===== config.mk =====
export PLATFORM = sky130hd
export DESIGN_NAME = uvmt_cv32e40s_fv_obi_stub
export DESIGN_NICKNAME = d
export VERILOG_FILES = /design/src/rtl/uvmt_cv32e40s_pkg.sv /design/src/rtl/uvmt_cv32e40s_fv_obi_stub_fifo.sv /design/src/rtl/uvmt_cv32e40s_fv_obi_stub.sv
export SDC_FILE = /design/constraint.sdc
export NUM_CORES = 1
export LEC_CHECK = 0
export CORE_MARGIN = 3
export CORE_UTILIZATION = 55
export CTS_CLUSTER_DIAMETER = 80
export DETAILED_ROUTE_END_ITERATION = 16
export PLACE_DENSITY = 0.75
export SLEW_MARGIN = 20
export SYNTH_ARGS = -nofsm -noshare
export SYNTH_HDL_FRONTEND = slang
export SYNTH_SLANG_ARGS = --single-unit

===== constraint.sdc =====
create_clock -name clk -period 3.9 [get_ports clk]
set_input_delay 0.585 -clock clk [delete_from_list [all_inputs] [get_ports clk]]
set_output_delay 0.585 -clock clk [all_outputs]
set_load 0.1 [all_outputs]

===== src/rtl/uvmt_cv32e40s_pkg.sv =====
// Shared types and defaults for the CV32E40S formal OBI slave stub.
// Entry fields are sized for the widest supported stub geometry.
package uvmt_cv32e40s_pkg;

  localparam int OBI_DEPTH          = 4;
  localparam int OBI_LATENCY        = 1;
  localparam int OBI_MAX_DATA_WIDTH = 128;
  localparam int OBI_MAX_BE_WIDTH   = OBI_MAX_DATA_WIDTH / 8;
  localparam int OBI_IDX_WIDTH      = 16;
  localparam int OBI_AGE_WIDTH      = 8;

  typedef struct packed {
    logic                          we;
    logic [OBI_IDX_WIDTH-1:0]      idx;
    logic [OBI_MAX_BE_WIDTH-1:0]   be;
    logic [OBI_MAX_DATA_WIDTH-1:0] wdata;
    logic                          err;
    logic [OBI_AGE_WIDTH-1:0]      age;
  } obi_entry_t;

  function automatic logic [OBI_AGE_WIDTH-1:0] age_step(
    input logic [OBI_AGE_WIDTH-1:0] age,
    input logic [OBI_AGE_WIDTH-1:0] lat
  );
    return (age < lat) ? age + OBI_AGE_WIDTH'(1) : lat;
  endfunction

endpackage


===== src/rtl/uvmt_cv32e40s_fv_obi_stub_fifo.sv =====
// In-order outstanding-transaction queue for the OBI stub.
// Every slot ages each cycle; a push overwrites its slot with age 0.
module uvmt_cv32e40s_fv_obi_stub_fifo
  import uvmt_cv32e40s_pkg::*;
#(
  parameter int DEPTH   = OBI_DEPTH,
  parameter int LATENCY = OBI_LATENCY
) (
  input  logic                   clk,
  input  logic                   reset_n,
  input  logic                   push,
  input  obi_entry_t             push_data,
  input  logic                   pop,
  output obi_entry_t             head,
  output logic [$clog2(DEPTH):0] count
);

  localparam int PTR_W = $clog2(DEPTH);
  localparam int CNT_W = PTR_W + 1;
  localparam logic [OBI_AGE_WIDTH-1:0] AGE_MAX =
    OBI_AGE_WIDTH'(LATENCY);

  obi_entry_t       mem [DEPTH];
  logic [PTR_W-1:0] rd_ptr;
  logic [PTR_W-1:0] wr_ptr;

  always_ff @(posedge clk or negedge reset_n) begin
    if (!reset_n) begin
      rd_ptr <= '0;
      wr_ptr <= '0;
      count  <= '0;
      for (int i = 0; i < DEPTH; i++) begin
        mem[i] <= '0;
      end
    end else begin
      for (int i = 0; i < DEPTH; i++) begin
        mem[i].age <= age_step(mem[i].age, AGE_MAX);
      end
      // The fresh entry overrides the aging of its own slot.
      if (push) begin
        mem[wr_ptr] <= push_data;
        wr_ptr      <= wr_ptr + PTR_W'(1);
      end
      if (pop) begin
        rd_ptr <= rd_ptr + PTR_W'(1);
      end
      unique case (1'b1)
        push && !pop: count <= count + CNT_W'(1);
        pop && !push: count <= count - CNT_W'(1);
        default: ;
      endcase
    end
  end

  assign head = mem[rd_ptr];

endmodule


===== src/rtl/uvmt_cv32e40s_fv_obi_stub.sv =====
// CV32E40S formal OBI slave stub: in-order responder over a word store.
// Define UVMT_FV_OBI_ERR_EN to add err_inject and error responses.
module uvmt_cv32e40s_fv_obi_stub
  import uvmt_cv32e40s_pkg::*;
#(
  parameter int ADDR_WIDTH = 32,
  parameter int DATA_WIDTH = 32,
  parameter int DEPTH      = OBI_DEPTH,
  parameter int LATENCY    = OBI_LATENCY,
  parameter int MEM_WORDS  = 16
) (
  input  logic                    clk,
  input  logic                    reset_n,
  input  logic                    req,
  input  logic [ADDR_WIDTH-1:0]   addr,
  input  logic                    we,
  input  logic [DATA_WIDTH/8-1:0] be,
  input  logic [DATA_WIDTH-1:0]   wdata,
  input  logic                    gnt_stall,
  input  logic                    rvalid_stall,
`ifdef UVMT_FV_OBI_ERR_EN
  input  logic                    err_inject,
`endif
  output logic                    gnt,
  output logic                    rvalid,
  output logic [DATA_WIDTH-1:0]   rdata,
  output logic                    err,
  output logic [$clog2(DEPTH):0]  outstanding
);

  localparam int BE_W  = DATA_WIDTH / 8;
  localparam int OFF   = $clog2(BE_W);
  localparam int IDX_W = $clog2(MEM_WORDS);
  localparam int CNT_W = $clog2(DEPTH) + 1;

  obi_entry_t            push_e;
  obi_entry_t            head;
  logic [CNT_W-1:0]      count;
  logic                  accept;
  logic                  head_ready;
  logic                  pop;
  logic                  inject;
  logic [IDX_W-1:0]      head_idx;
  logic [DATA_WIDTH-1:0] store [MEM_WORDS];
  logic [DATA_WIDTH-1:0] merged;
  logic                  unused_bits;

`ifdef UVMT_FV_OBI_ERR_EN
  assign inject = err_inject;
`else
  assign inject = 1'b0;
`endif

  // Grant uses the pre-pop count, so a full queue never grants.
  assign gnt    = req & ~gnt_stall & (count < CNT_W'(DEPTH));
  assign accept = req & gnt;

  always_comb begin
    push_e       = '0;
    push_e.we    = we;
    push_e.idx   = OBI_IDX_WIDTH'(addr[OFF +: IDX_W]);
    push_e.be    = OBI_MAX_BE_WIDTH'(be);
    push_e.wdata = OBI_MAX_DATA_WIDTH'(wdata);
    push_e.err   = inject;
  end

  uvmt_cv32e40s_fv_obi_stub_fifo #(
    .DEPTH   (DEPTH),
    .LATENCY (LATENCY)
  ) u_fifo (
    .clk       (clk),
    .reset_n   (reset_n),
    .push      (accept),
    .push_data (push_e),
    .pop       (pop),
    .head      (head),
    .count     (count)
  );

  assign head_ready = (count != '0) &
                      (head.age == OBI_AGE_WIDTH'(LATENCY));
  assign pop        = head_ready & ~rvalid_stall;
  assign rvalid     = pop;
  assign head_idx   = head.idx[IDX_W-1:0];

  always_comb begin
    merged = store[head_idx];
    for (int i = 0; i < BE_W; i++) begin
      if (head.be[i]) begin
        merged[8*i +: 8] = head.wdata[8*i +: 8];
      end
    end
  end

  always_ff @(posedge clk or negedge reset_n) begin
    if (!reset_n) begin
      for (int i = 0; i < MEM_WORDS; i++) begin
        store[i] <= '0;
      end
    end else if (pop && head.we && !head.err) begin
      store[head_idx] <= merged;
    end
  end

  assign rdata = (pop && !head.we && !head.err) ?
                 store[head_idx] : '0;

`ifdef UVMT_FV_OBI_ERR_EN
  assign err = pop & head.err;
`else
  assign err = 1'b0;
`endif

  assign outstanding = count;

  // High address bits and spare entry bits are deliberately ignored.
  assign unused_bits = ^{head, addr};

endmodule

* Yosys cells after proc, flatten, opt, wreduce, memory -nomap -nowiden
Cells that the tools add are included.
** Storage, ports and cells
- Flip-flop bits (word level) :: 1199
- Input port bits :: 74
** Operators by class
- Bitwise logic cells :: 10
- $lt $le $gt $ge :: 10
- Add/subtract/negate cells :: 8
- Equal/unequal tests :: 1
- Reductions and logical operators :: 14
- Muxes and demuxes :: 23
** Operator list (number)
- 680-bit bitwise mux :: 1
- 518-bit two-way mux :: 1
- 512-bit bitwise mux :: 1
- 170-bit two-way mux :: 3
- 170-bit binary-select mux with 2-bit select :: 1
- 170-bit demux with 2-bit select :: 1
- 32-bit binary-select mux with 4-bit select :: 1
- 32-bit demux with 4-bit select :: 1
- 32-bit two-way mux :: 4
- 8-bit two-way mux :: 8
- 8-bit by 1-bit adder with 8-bit output, second input constant :: 4
- 8-bit by 1-bit less-than comparator with 1-bit output, second input constant :: 4
- 8-bit by 1-bit equality test with 1-bit output, second input constant :: 1
- 1-bit logical AND :: 8
- 3-bit >= comparator, second input constant :: 2
- 2-bit inverter with 3-bit output :: 2
- 3-bit case mux with 2 select lines :: 1
- 1-bit AND :: 5
- 5-bit >= comparator, second input constant :: 1
- 5-bit by 1-bit less-than comparator with 1-bit output, second input constant :: 1
- 4-bit inverter with 5-bit output :: 1
- 2-bit by 1-bit adder with 2-bit output, second input constant :: 2
- 1-bit zero test :: 4
- 3-bit by 1-bit adder with 3-bit output, second input constant :: 1
- other kinds (6) :: 7

* Logic depth before layout (Yosys ltp)
- Depth in word-level cells :: 10
- Depth in mapped cells :: 13
- Mapped depth without buffers :: 11

* Modules after synthesis
A second synthesis with hierarchy kept.
** Unflattened totals
- Cell total of the unflattened synthesis :: 3870
- Area, all modules :: 56514.2 µm²
** Modules (own cells, without submodules)
- uvmt_cv32e40s_fv_obi_stub_fifo :: cells an instance 1731, instances 1, area each 29914.9 µm²
- uvmt_cv32e40s_fv_obi_stub :: cells an instance 2139, instances 1, area each 26599.3 µm²

* Worst setup path before layout
No wires, ideal clock.
- Path type :: register to output
- Start :: register u_fifo.rd_ptr[0]
- End :: output rdata[0]
- Cell stages (with the launch flop) :: 11
- Arrival :: 6.652 ns
- Buffers on the path :: 5
- Setup slack :: -3.337 ns
- Required time :: 3.315 ns
- Cell sequence :: dfrtp_1 > buf_6 > buf_6 > mux4_2 > buf_2 > or2_1 > clkbuf_1 > buf_2 > o22ai_1 > nor3_1 > a2111oi_0
** Between the ends
- Cells in the longest elaborated chain, start to end :: 10
- Elaborated cells on any way between the ends :: 16
** RTL lines
- from (decl) :: line uvmt_cv32e40s_fv_obi_stub_fifo.sv:24 : logic [PTR_W-1:0] rd_ptr;
- from (signal assigned) :: line uvmt_cv32e40s_fv_obi_stub_fifo.sv:45 : rd_ptr <= rd_ptr + PTR_W'(1);
- 2-bit inverter with 3-bit output (implied by the code) * :: line uvmt_cv32e40s_fv_obi_stub_fifo.sv:55 : assign head = mem[rd_ptr];
- 170-bit binary-select mux with 2-bit select * :: line uvmt_cv32e40s_fv_obi_stub_fifo.sv:55
- 170-bit two-way mux (implied by the code) * (2 in a row) :: line uvmt_cv32e40s_fv_obi_stub_fifo.sv:55
- parallel branches: the longest is 5 deep, another holds 32-bit binary-select mux with 4-bit select
- 32-bit two-way mux * :: line uvmt_cv32e40s_fv_obi_stub.sv:105 : assign rdata = (pop && !head.we && !head.err) ?
- to (decl) :: line uvmt_cv32e40s_fv_obi_stub.sv:26 : output logic [DATA_WIDTH-1:0] rdata,
Mark *: on every way between the ends. The select of a mux whose other input is x is not followed.

* Worst setup path in the final report
- Start :: register u_fifo.rd_ptr[0]
- End :: output rdata[28]
Same word-level chain as after synthesis.

==> results.py <==
metrics = {
    "grt": {
        "grt_util_all_layers_pct": 26.8,
        "antenna_found_initial": 1,
        "gr-usage-met1_pct": 35.7,
        "overflow": 0,
        "grt_pass1_wl_um": 132000,
        "use_met3_pct": 4.68,
        "grt.met2_usage_pct": 44.6,
        "top_usage_layer": "met2",
        "grt_start_max_net_pins": 103,
        "grt_pass1_vias": 22600,
    },
    "floorplanning": {
        "die_w_um": 253,
        "initial_utilization_pct": 55.7,
        "die_h_um": 253,
        "coreArea_um2": 60500,
        "io_pins": 112,
        "rows": 90,
        "fp.dieArea_um2": 64200,
    },
    "timing": {
        "hold_violations": 0,
        "worst-slew-pin-transition_ns": 0.970,
        "fin_ws_ns": -0.149,
        "setup_viol": 30,
        "slew_viol_final": 0,
        "fmax_mhz": 247,
        "fin_worst_skew_ns": 0.0218,
        "rsz0062_at_grt": "true",
        "layout_min_cycle_time_ns": 4.05,
        "finalCritPeriodShare_pct": 104,
        "slew_headroom_pct": 35.2,
    },
    "logic_synthesis": {
        "synth-main-ff-cell": "dfrtp_1",
        "syn_area_um2": 33700,
        "yosys.cell_types.count": 53,
        "yosys-top-cells-area": "dfrtp_1 (53%), mux2_2 (19%), mux2i_1 (7.7%)",
        "synth-async-reset-ratio_pct": 100,
        "yosysWarnings": 0,
        "synth.most_common_cell": "dfrtp_1",
        "synth_edf_count": 0,
        "syn_area_per_cell_um2": 14.4,
        "yosys.area.top_type_share_pct": 53.2,
        "seq_area_frac_synth_pct": 53.2,
        "synth_top_area_cell": "dfrtp_1",
        "synth-seq-cells": 715,
        "synthCells": 2344,
        "synth_common_cells": "dfrtp_1 (715), mux2_2 (562), mux2i_1 (260), mux2_1 (116), o22ai_1 (115)",
    },
    "placed_design": {
        "dp_hpwl_um": 51800,
        "port_buffers": 82,
        "place_inst": 3167,
        "placed_area_um2": 36500,
        "place_congestion": 0.782,
    },
    "status": {
        "status": "complete, but fails checks",
        "violations": "setup timing",
    },
    "worst_hold_path": {
        "hold_path.class": "input port to async pin",
    },
    "finish": {
        "fin_area_um2": 40100,
        "drive_gt1_share_pct": 44.1,
        "final_cells": 3333,
        "syn2layout_area_growth_pct": 19.1,
        "final_util_pct": 66.3,
        "final_nets": 2588,
        "fillers": 4074,
        "multi_input_area_um2": 15800,
        "ff_latch_area_um2": 17900,
    },
    "power_and_ir_drop": {
        "ir_drop_mv": 1.02,
        "p_switching_mw": 13.5,
        "power_frac_comb_pct": 49.3,
        "pwr-share-clk_pct": 20.9,
        "sequentialPowerShare_pct": 29.7,
        "p_per_area_nw_per_um2": 818,
        "internal_power_mw": 19.2,
        "p_leak_nw": 18.5,
        "swShare_pct": 41.3,
    },
    "clocking": {
        "cts_made_buffers": 75,
        "clk_latency_ns": 0.60,
        "cts_tree": "built",
        "clockRootBuffer": "clkbuf_16",
        "clock-sinks": 715,
        "cts_htree_levels": 3,
        "cts.hold.buffers_added": 0,
        "cts_buffer_depth": 3,
        "path_clk_slew_ns": 0.06,
    },
    "setup_path": {
        "critPathLaunchType": "flop",
        "crit_fanout": 22,
        "criticalPathCategory": "flop to output pin",
        "rr_startpoint": "u_fifo.rd_ptr[0]",
        "cp_cell_sequence": "mux4_4, buf_12, or2_4, buf_12, o22ai_2, nor2_2, a2111oi_4, buf_12",
        "path_common_cell": "buf_12",
        "slowest_delay_ns": 0.66,
        "crit_arrival_ns": 3.46,
        "end_kind": "output pin",
        "required_ns": 3.31,
        "crit_slowest_cell": "mux4_4",
        "setup.worst_path.start": "u_fifo.rd_ptr[0]",
    },
    "route": {
        "drtPass1Iterations": 5,
        "drc": 0,
        "dr.first_iter.drc_count": 1606,
        "wirelength_um": 86900,
        "antenna_left": 0,
        "routed-via-count": 21000,
        "avgViaCountPerCell": 6.29,
        "wl_per_cell_um": 26.1,
    },
    "job": {
        "max_cap_viol_count": 0,
    },
}
-- routing by layer --
layer  vias up  wire length [um]
li1       9039                 -
met1     11200             37100
met2       573             42800
met3       187              4520
met4         0              2500
met5         -                 0
-- power by group through the flow --
stage / clock network (mW) / registers (mW) / logic (mW)
2_1_floorplan: 0 / 9.65 / 10.1
6_report: 6.87 / 9.74 / 16.2
5_1_grt: 7.29 / 9.89 / 16.8
3_3_place_gp: 0 / 9.68 / 13.6
4_1_cts: 6.98 / 9.72 / 15.5
3_5_place_dp: 0 / 9.84 / 13.9
-- final timing paths --
kind,end,slack (ns),cells past startpoint
max reg2reg,u_fifo.count[2],0.33,16
max,rdata[28],-0.15,8
min in group clk,store[424],0.49,1
max in group asynchronous,u_fifo.rd_ptr[0],2.72,2
min reg2reg,store[424],0.49,1
min,store[362],0.008,1
-- kinds of logic after synthesis --
| family | after synthesis | synth area share (%) |
|---|---|---|
| adder cells (fa/ha/maj) | 14 | 0.543 |
| AND/OR/NAND/NOR | 182 | 2.97 |
| other | 1 | 0.0111 |
| AO/OA/AOI/OAI | 266 | 7.10 |
| flip-flops | 715 | 53.2 |
| XOR/XNOR | 10 | 0.260 |
| multiplexers | 978 | 33.1 |
| buffers and inverters | 178 | 2.88 |
-- final cells by class --
cell class / instances / area share [%]
multi-input cells: 1471 / 39.5
clock inverters: 12 / 0.231
repair buffers: 221 / 7.38
diodes: 1 / 0.00624
clock buffers: 115 / 5.61
flip-flops and latches: 715 / 44.6
well taps: 782 / 2.44
inverters: 16 / 0.150
-- state kept, by name, indices dropped and copies added, names as in the netlist --
signal	cells
u_fifo.mem	196
u_fifo.rd_ptr	2
store	512
u_fifo.wr_ptr	2
u_fifo.count	3
-- cell usage in the layout, fill, tap and decap left out, drive strengths merged --
master and count:
or4 2, nor2b 2, o211ai 32, nor2 44
mux2 678, or3b 1, mux4 40, nor4 2
bufinv 1, clkdlybuf4s50 47, nand2b 4, inv 18
and4 1, clkbuf 117, o21ai 67, dfrtp 715
nand3b 1, clkinv 9, and3 1, conb 21
o221ai 1, and2 6, o22ai 128, nand2 60
xor2 2, a31oi 4, a2111oi 32, nor3b 5
o41ai 1, ha 13, diode 1, buf 172
and3b 1, nand3 1, a41o 1, mux2i 260
fa 1, nor3 43, or2 8, xnor2 8
-- stage by stage --
| stage | TNS [ns] | hold WS, ns | total power [mW] | worst slack [ns] |
|---|---|---|---|---|
| 2_1_floorplan | -3.21 | 0.289 | 19.7 | -0.656 |
| 3_3_place_gp | 0 | 0.472 | 23.3 | 0.291 |
| 3_5_place_dp | 0 | 0.481 | 23.8 | 0.254 |
| 4_1_cts | -3.45 | 0.0600 | 32.2 | -0.170 |
| 5_1_grt | -4.52 | 0.0594 | 34.0 | -0.220 |
| 6_report | -2.31 | 0.00815 | 32.8 | -0.149 |
-- repair_timing --
| item | in CTS | in global routing |
|---|---|---|
| setup endpoints to repair | 32 | 32 |
| pin swaps | 40 | 15 |
| gates cloned | 8 | 3 |
| setup buffers | 16 | 11 |
| resized for setup | 75 | 51 |
-- worst max-delay path: cells and delay by family (launching register included) --
kind / cells / cell delay [ns]
AO/OA/AOI/OAI: 2 / 0.70
buffers and inverters: 3 / 0.61
AND/OR/NAND/NOR: 2 / 0.37
multiplexers: 1 / 0.66
flip-flops: 1 / 0.47
Power figures use the tool's default switching activity.
